<file path="config.mk">
export PLATFORM = sky130hd
export DESIGN_NAME = inst_prefetch
export DESIGN_NICKNAME = d
export VERILOG_FILES = /design/src/rtl/inst_prefetch.sv
export SDC_FILE = /design/constraint.sdc
export NUM_CORES = 1
export LEC_CHECK = 0
export ABC_CLOCK_PERIOD_IN_PS = 3450
export BUFFER_PORTS_ARGS = -buffer_cell sky130_fd_sc_hd__buf_2
export CAP_MARGIN = 20
export CORE_ASPECT_RATIO = 1.5
export CORE_MARGIN = 2
export CORE_UTILIZATION = 52
export DETAILED_ROUTE_END_ITERATION = 10
export PLACE_DENSITY = 0.81
export SLEW_MARGIN = 20
export SYNTH_ARGS = -nofsm -noshare
export SYNTH_HDL_FRONTEND = slang
export SYNTH_SLANG_ARGS = --single-unit
</file>
<file path="constraint.sdc">
create_clock -name CLK -period 3.45 [get_ports CLK]
set_input_delay 0.8625 -clock CLK [delete_from_list [all_inputs] [get_ports CLK]]
set_output_delay 0.8625 -clock CLK [all_outputs]
set_load 0.02 [all_outputs]
</file>
<file path="src/rtl/inst_prefetch.sv">
// rtl/inst_prefetch.sv - instruction prefetch unit: AXI4 read master feeding a PC/instruction FIFO
// Optional macro INST_PREFETCH_BURST_EN enables bursts up to the next 16-byte boundary.
module inst_prefetch #(
    parameter int          C_AXI_DATA_WIDTH = 32,
    parameter int          C_OFFSET_WIDTH   = 28,
    parameter int          DEPTH            = 4,
    parameter logic [31:0] RESET_PC         = 32'h0
) (
    input  logic                        CLK,
    input  logic                        RST,
    input  logic                        EXEC,
    input  logic                        STALL,
    input  logic                        FLUSH,
    input  logic [31:0]                 FLUSH_PC,
    output logic [31:0]                 I_PC,
    output logic [31:0]                 I_INST,
    output logic                        I_VALID,
    output logic                        MEM_WAIT,
    output logic [C_OFFSET_WIDTH-1:0]   M_AXI_ARADDR,
    output logic [7:0]                  M_AXI_ARLEN,
    output logic [2:0]                  M_AXI_ARSIZE,
    output logic [1:0]                  M_AXI_ARBURST,
    output logic                        M_AXI_ARVALID,
    input  logic                        M_AXI_ARREADY,
    input  logic [C_AXI_DATA_WIDTH-1:0] M_AXI_RDATA,
    input  logic [1:0]                  M_AXI_RRESP,
    input  logic                        M_AXI_RLAST,
    input  logic                        M_AXI_RVALID,
    output logic                        M_AXI_RREADY
);
    localparam int AW = $clog2(DEPTH);
    localparam int CW = AW + 1;

    typedef enum logic [1:0] {IDLE, ADDR, DATA} state_t;

    state_t                    state, state_next;
    logic [31:0]               pc_mem   [DEPTH];
    logic [31:0]               inst_mem [DEPTH];
    logic [AW-1:0]             wr_ptr, rd_ptr;
    logic [CW-1:0]             count, reserved, beats;
    logic [CW:0]               need;
    logic [31:0]               fpc;
    logic                      discard;
    logic [C_OFFSET_WIDTH-1:0] ar_addr;
    logic [7:0]                ar_len;
    logic                      start, beat, wr_en, pop;
    logic                      unused_rresp;

    assign unused_rresp = ^M_AXI_RRESP;

    always_comb begin
`ifdef INST_PREFETCH_BURST_EN
        beats = CW'(3'd4 - {1'b0, fpc[3:2]});
`else
        beats = CW'(1);
`endif
    end

    // Slots already promised to an accepted request count as used.
    assign need  = {1'b0, count} + {1'b0, reserved} + {1'b0, beats};
    assign beat  = (state == DATA) && M_AXI_RVALID;
    assign wr_en = beat && !discard && !FLUSH;
    assign pop   = I_VALID && !STALL && !FLUSH;

    always_ff @(posedge CLK) begin
        if (RST) state <= IDLE;
        else     state <= state_next;
    end

    always_comb begin
        state_next = state;
        start      = 1'b0;
        case (state)
            IDLE: if (EXEC && !FLUSH && (need <= (CW+1)'(DEPTH))) begin
                state_next = ADDR;
                start      = 1'b1;
            end
            ADDR: if (M_AXI_ARREADY) state_next = DATA;
            DATA: if (M_AXI_RVALID && M_AXI_RLAST) state_next = IDLE;
            default: state_next = IDLE;
        endcase
    end

    always_ff @(posedge CLK) begin
        if (RST) begin
            fpc      <= RESET_PC;
            count    <= '0;
            reserved <= '0;
            wr_ptr   <= '0;
            rd_ptr   <= '0;
            discard  <= 1'b0;
            ar_addr  <= '0;
            ar_len   <= '0;
        end else begin
            if (start) begin
                ar_addr <= fpc[C_OFFSET_WIDTH-1:0];
                ar_len  <= 8'(beats - CW'(1));
            end
            if (FLUSH) begin
                fpc      <= {FLUSH_PC[31:2], 2'b00};
                count    <= '0;
                reserved <= '0;
                wr_ptr   <= '0;
                rd_ptr   <= '0;
                // Outstanding beats of the old request are drained but dropped.
                discard  <= (state == ADDR) ||
                            ((state == DATA) && !(M_AXI_RVALID && M_AXI_RLAST));
            end else begin
                if (wr_en) begin
                    wr_ptr <= wr_ptr + AW'(1);
                    fpc    <= fpc + 32'd4;
                end
                if (pop) rd_ptr <= rd_ptr + AW'(1);
                count    <= count + CW'(wr_en) - CW'(pop);
                reserved <= reserved + (start ? beats : '0) - CW'(wr_en);
                if (beat && M_AXI_RLAST) discard <= 1'b0;
            end
        end
    end

    always_ff @(posedge CLK) begin
        if (wr_en) begin
            pc_mem[wr_ptr]   <= fpc;
            inst_mem[wr_ptr] <= M_AXI_RDATA[31:0];
        end
    end

    assign I_VALID       = (count != '0);
    assign I_PC          = I_VALID ? pc_mem[rd_ptr] : 32'h0;
    assign I_INST        = I_VALID ? inst_mem[rd_ptr] : 32'h0;
    assign MEM_WAIT      = EXEC && !I_VALID;
    assign M_AXI_ARADDR  = ar_addr;
    assign M_AXI_ARLEN   = ar_len;
    assign M_AXI_ARSIZE  = 3'b010;
    assign M_AXI_ARBURST = 2'b01;
    assign M_AXI_ARVALID = (state == ADDR);
    assign M_AXI_RREADY  = (state == DATA);
endmodule
</file>
==> key figures, run 1 <==
STA
  – Final setup TNS: 0 ps
  – Endpoints failing setup: 0
  – Final worst path period share: 91.0%
  – Measured slew at the worst slew-check pin: 626 ps
  – PnR worst setup slack: 312 ps
  – Setup Skew: 10.5 ps
  – RSZ-0062 raised after global routing: no
  – Crit path time final: 3140 ps
  – Slew Limit Headroom: 58.2%
  – Fmax: 319 MHz
  – Hold WS: 471 ps
  – Final Hold Fails: 0
  – Slew Viols, Final: 0

Global route
  – First-pass GRT wire length: 38,500 um
  – Vias in the first global route: 7,372
  – Antenna violations before repair: 0
  – Gr usage total: 18.5%
  – Grt ovf: 0
  – Pin count of the biggest net entering global routing: 64

Drt
  – Routed Antenna Nets: 0
  – Final wirelength: 24,600 um
  – DRT Pass-1 Iters: 4
  – DR WL/cell: 18.2 um
  – Vias: 7,277
  – 1st-iter DRT viols: 270
  – # DRC: 0
  – Vias per cell: 5.37

Placed design
  – Dpl hpwl: 15,100 um
  – Routability Congestion: 0.785
  – Port buffer count: 161
  – Setup WS pre-CTS: 454 ps

Floorplan
  – Chip width: 134 um
  – Starting Density: 52.7%
  – Core area: 25,100 sq um
  – Row count: 71
  – Ports: 183
  – Die area: 26,700 sq um
  – Vert. Die Dim: 199 um

Cells and area
  – Share of post-route cells with drive strength above 1: 29.4%
  – Commonest non-fill, non-tap cell in the layout: edfxtp_1
  – Final core occ: 61.7%
  – N_diodes: 0
  – Synth-to-Final Area Change: 17.1%
  – Final Net Count: 1,094
  – Most frequent cells in the layout: edfxtp_1 (248), buf_2 (161), dfxtp_1 (69)

Synth
  – Synthesized instance count: 839
  – Avg Inst Size Synth: 15.7 sq um
  – Main synth FF type: edfxtp_1
  – EDFF count, synth: 248
  – Synth Warn #: 0
  – Post-synthesis cell type count: 41
  – Seq/Total Area, Yosys: 67.2%
  – Async set-reset flop share out of synthesis: 0%
  – Mapped cell area: 13,200 sq um
  – Yosys reg bits: 319

Pwr
  – Final Total Pwr: 7.88 mW
  – Worst vdd ir: 0.395 mV
  – Leak pwr: 5.63 nW
  – PwrDens: 510 nW/um^2

Clock network
  – Clock root buffer: clkbuf_16
  – TritonCTS clock tree: done
  – PostCTS Resize Cnt: 0
  – Clock sink total: 319
  – Clock buffer depth: 3
  – H-tree levels: 1
  – Hold_buf cts: 0
  – Post-CTS Setup Repair Bufs: 0
  – Clk_lat worst skew: 530 ps
  – Clk slew on worst S/H paths: 70 ps
  – Num CTS Buffers: 28

Worst setup path
  – Worst path cell trace: buf_12, mux4_2, and2_1, buf_2
  – Reg2reg path depth: 12
  – Worst Setup EP: I_PC[13]
  – WP buf/inv: 2
  – RR Endpoint: reserved[2]
  – Critical path peak fanout: 24
  – Setup Crit Path Kind: flip-flop to primary output
  – Worst path slowest cell: dfxtp_4
  – FF-to-FF setup slack: 810 ps
  – Startpoint types: flip-flop
  – Reg2reg start: count[1]
  – Largest stage delay, worst path: 580 ps
  – CP top delay family: flip-flops
  – Kind of end point of the critical path: primary output
  – Critical Path AT: 2280 ps
  – Stages on worst setup path: 4
  – WP data required: 2590 ps

Hold path
  – HP Start: M_AXI_ARADDR[12]
  – Worst Hold Class: flip-flop to flip-flop

Run
  – # Max-Cap Violations: 0

Outcome
  – Run status: finished clean
[per-layer routing]
| layer | track usage (%) | wire length [um] | up-vias |
|---|---|---|---|
| li1 | - | - | 3410 |
| met2 | 33.2 | 12700 | 204 |
| met4 | 7.02 | 740 | 0 |
| met3 | 2.21 | 1150 | 47 |
| met1 | 22.9 | 10000 | 3616 |
| met5 | 0 | 0 | - |
[through the flow]
stage                     instances  cell area [sq um]
after CTS                      1356              15400
after global placement         1304              14400
after detailed placement       1304              14400
after floorplan                 854              13200
after global routing           1356              15400
final                          1356              15400
[kinds of logic (layout without fill, tap and decap cells)]
logic type                 Yosys count  in the layout  synth area share [%]
AOI/OAI and AO/OA                   51             51                  2.36
DFF                                319            319                  67.2
adders and majority gates           14             14                  1.44
buffers and inverters               89            263                  3.10
other                                2             17                0.0569
muxes                               97             97                  13.2
and+or+nand+nor                    233            233                  10.3
xor gates and xnor gates            34             34                  2.26
[worst min-delay path, delay by kind of cell, from the launching register on]
family,cells,cell delay [ps]
flops,1,310
simple gates,1,60
mux,1,50
[worst min-delay path by stage]
stage	to	cells after the start
finish	M_AXI_ARADDR[12]	2
global route	M_AXI_ARADDR[14]	2
CTS	M_AXI_ARADDR[25]	2
detailed placement	M_AXI_ARADDR[25]	2
global placement	M_AXI_ARADDR[23]	2
floorplan	wr_ptr[0]	2
[flip-flops by register name (all words and copies together) (netlist names), named ones only]
name	count
state	2
fpc	30
discard	1
reserved	3
pc_mem	120
M_AXI_ARADDR	26
count	3
rd_ptr	2
inst_mem	128
wr_ptr	2
[where the power goes]
part           switching, mW  total [mW]  internal [mW]
clock                   1.35        3.37           2.02
combinational          0.150       0.267          0.116
sequential            0.0649        4.24           4.18
total                   1.57        7.88           6.31
[final cells by class]
| cell class | instances | area (sq um) |
|---|---|---|
| Inverter | 31 | 116 |
| Multi-Input combinational cell | 446 | 3970 |
| Clock inverter | 20 | 278 |
| Sequential cell | 319 | 8870 |
| Tap cell | 328 | 410 |
| Fill cell | 1876 | 9600 |
| Clock buffer | 32 | 747 |
| Timing Repair Buffer | 180 | 1050 |
[cell usage after synthesis, drive strengths merged, types with 13 or more instances]
library cell / number / area share, %
o21a: 16 / 0.91
mux2i: 35 / 2.7
nand3: 13 / 0.49
nor2: 29 / 0.83
nand2b: 53 / 2.5
nand2: 24 / 0.68
and2: 71 / 3.4
mux4: 62 / 11
edfxtp: 248 / 56
dfxtp: 71 / 11
xnor2: 26 / 1.7
a21oi: 25 / 0.95
inv: 31 / 0.88
clkbuf: 30 / 0.85
buf: 28 / 1.4
(Power assumes the default switching activity.)
==> run 2, diff against run 1 <==
CORE_ASPECT_RATIO = unset   (was 1.5)
==> run 2 against run 1 <==
First-iteration DRC count increased by 78%. Clock skew grew 3.9 ps. Wire length rose by 4.9%. Clock-buffer cell count grew 18. Sequential power hardly changed. Flip-flop and latch count is the same. Combinational power about the same. Via count rose by 0.38%. Global-route usage up 1.3 points. Sequential share of layout area decreased by 0.51 points.
==> key figures, run 2 (synthesis results as in run 1) <==
Clock network
  – Clock sink total: 319 (unchanged)
  – Hold_buf cts: 0 (unchanged)
  – Clk_lat worst skew: 510 ps (-20 ps)
  – Clock root buffer: clkbuf_16
  – Clock buffer depth: 3 (unchanged)
  – H-tree levels: 2 (+1)
  – Num CTS Buffers: 34 (+21%)
  – PostCTS Resize Cnt: 0 (unchanged)
  – TritonCTS clock tree: done
  – Clk slew on worst S/H paths: 60 ps (about the same)
  – Post-CTS Setup Repair Bufs: 0 (unchanged)

STA
  – Endpoints failing setup: 0 (unchanged)
  – Final Hold Fails: 0 (unchanged)
  – RSZ-0062 raised after global routing: no
  – Setup Skew: 14.4 ps (+3.91 ps)
  – Final setup TNS: 0 ps (unchanged)
  – Slew Limit Headroom: 57.5% (-0.75 points)
  – Slew Viols, Final: 0 (unchanged)
  – Hold WS: 470 ps (-0.0300 ps)
  – Final worst path period share: 91.7% (+0.78 points)
  – Fmax: 316 MHz (-0.85%)
  – Measured slew at the worst slew-check pin: 638 ps (+11.3 ps)
  – Crit path time final: 3170 ps (+27.0 ps)

Cells and area
  – Largest reg by FF count: inst_mem
  – Share of post-route cells with drive strength above 1: 29.2% (-0.17 points)
  – N_diodes: 0 (unchanged)
  – Synth-to-Final Area Change: 18.2%
  – Layout fillers: 1,912 (+1.9%)
  – Commonest non-fill, non-tap cell in the layout: edfxtp_1
  – Area of the multi-input gates: 3980 sq um (+0.13%)
  – Biggest regs: inst_mem (128), pc_mem (120), fpc (30)
  – Most frequent cells in the layout: edfxtp_1 (248), buf_2 (161), dfxtp_1 (69)
  – Final Net Count: 1,104 (+0.91%)
  – Register Area: 8870 sq um (unchanged)
  – Final core occ: 62.2% (+0.59 points)
  – Max FFs per register: 128 (unchanged)

Worst setup path
  – Setup Crit Path Kind: flip-flop to primary output
  – WP buf/inv: 2 (unchanged)
  – Startpoint types: flip-flop
  – Critical path peak fanout: 23 (-4.2%)
  – Kind of end point of the critical path: primary output
  – Largest stage delay, worst path: 630 ps (+50 ps)
  – WP data required: 2590 ps (about the same)
  – CP top delay family: flip-flops
  – Worst path cell trace: buf_12, mux4_2, and2_1, buf_2
  – Worst path slowest cell: dfxtp_4
  – Critical Path AT: 2300 ps (+20 ps)

Floorplan
  – Starting Density: 52.7% (about the same)
  – Row count: 58 (-18%)
  – Vert. Die Dim: 163 um (-18%)
  – Die area: 26,700 sq um (about the same)
  – Chip width: 163 um (+22%)
  – Ports: 183 (unchanged)
  – Core area: 25,000 sq um (about the same)

Global route
  – First-pass GRT wire length: 40,300 um (+4.7%)
  – Grt ovf: 0 (unchanged)
  – Pin count of the biggest net entering global routing: 64 (unchanged)
  – Antenna violations before repair: 0 (unchanged)
  – Gr usage total: 19.7% (+1.3 points)
  – Vias in the first global route: 7,372 (unchanged)

Pwr
  – Leak pwr: 5.70 nW (+1.3%)
  – Worst vdd ir: 0.300 mV (-24%)
  – PwrDens: 522 nW/um^2 (+2.4%)

Drt
  – Final wirelength: 25,800 um (+4.9%)
  – Vias: 7,305 (+0.38%)
  – Routed Antenna Nets: 0 (unchanged)
  – DR WL/cell: 18.8 um (+3.7%)
  – DRT Pass-1 Iters: 4 (unchanged)
  – # DRC: 0 (unchanged)
  – Vias per cell: 5.33 (-0.71%)
  – 1st-iter DRT viols: 481 (+78%)

Placed design
  – Dpl hpwl: 16,500 um (+9.3%)
  – Port buffer count: 161 (unchanged)
  – Routability Congestion: 0.793 (+1.0%)

Run
  – # Max-Cap Violations: 0 (unchanged)

Hold path
  – Worst Hold Class: flip-flop to flip-flop

Outcome
  – Run status: finished clean
==> run 2: cell count changes in the layout (fill, tap and decap cells not counted) <==
cell / before / now
clkinvlp_4: 4 / 0
inv_1: 31 / 30
clkbuf_16: 29 / 37
buf_4: 11 / 15
inv_6: 1 / 0
clkinv_4: 4 / 1
and2_2: 4 / 0
clkbuf_1: 2 / 11
clkinv_1: 1 / 4
bufinv_16: 6 / 3
clkbuf_8: 1 / 2
and2_4: 0 / 4
==> run 2: layer usage <==
layer | part of all wire, % | global-route usage [%] | vias up
met4 | 1.5 | 4.55 | 0
met3 | 6.7 | 4.62 | 35
met2 | 47 | 31.5 | 217
li1 | - | - | 3429
met5 | 0 | 0 | -
met1 | 45 | 27.7 | 3624
==> run 2: through the flow <==
stage          area, sq um  instances  setup slack (ps)  power (mW)
2_1_floorplan        13200        854               107        4.49
3_3_place_gp         14500       1310               580        4.58
3_5_place_dp         14500       1310               559        4.59
4_1_cts              15600       1371               211        8.22
5_1_grt              15600       1371               135        8.41
6_report             15600       1371               285        8.14
==> run 2: worst paths after layout <==
kind                      to             from  cells after the start  slack (ps)
max               I_INST[14]        flip-flop                      4         280
min          M_AXI_ARADDR[3]  M_AXI_ARADDR[3]                      2         470
max reg2reg      reserved[2]         count[1]                     12         870
min reg2reg  M_AXI_ARADDR[3]  M_AXI_ARADDR[3]                      2         470
==> run 2: area by class of cell <==
| cell class | instances | share of cell area [%] |
|---|---|---|
| clock buffer | 50 | 6.38 |
| clock inverter | 11 | 0.835 |
| inverter | 31 | 0.747 |
| multi-input combinational | 446 | 25.5 |
| sequential | 319 | 56.9 |
| tap | 330 | 2.65 |
| timing repair buffer | 184 | 6.92 |
==> run 2: worst min-delay path, cell delays in order, from the launching register on <==
cell and delay [ps]:
dfxtp_1 310, nand2b_1 60, mux2i_1 50
==> run 2: power by group <==
group	leakage [nW]	internal [mW]	switching [mW]	total, mW
Sequential	2.83	4.18	0.0688	4.25
Combinational	2.32	0.116	0.151	0.267
Clock	0.550	2.22	1.40	3.62
Total	5.70	6.52	1.62	8.14
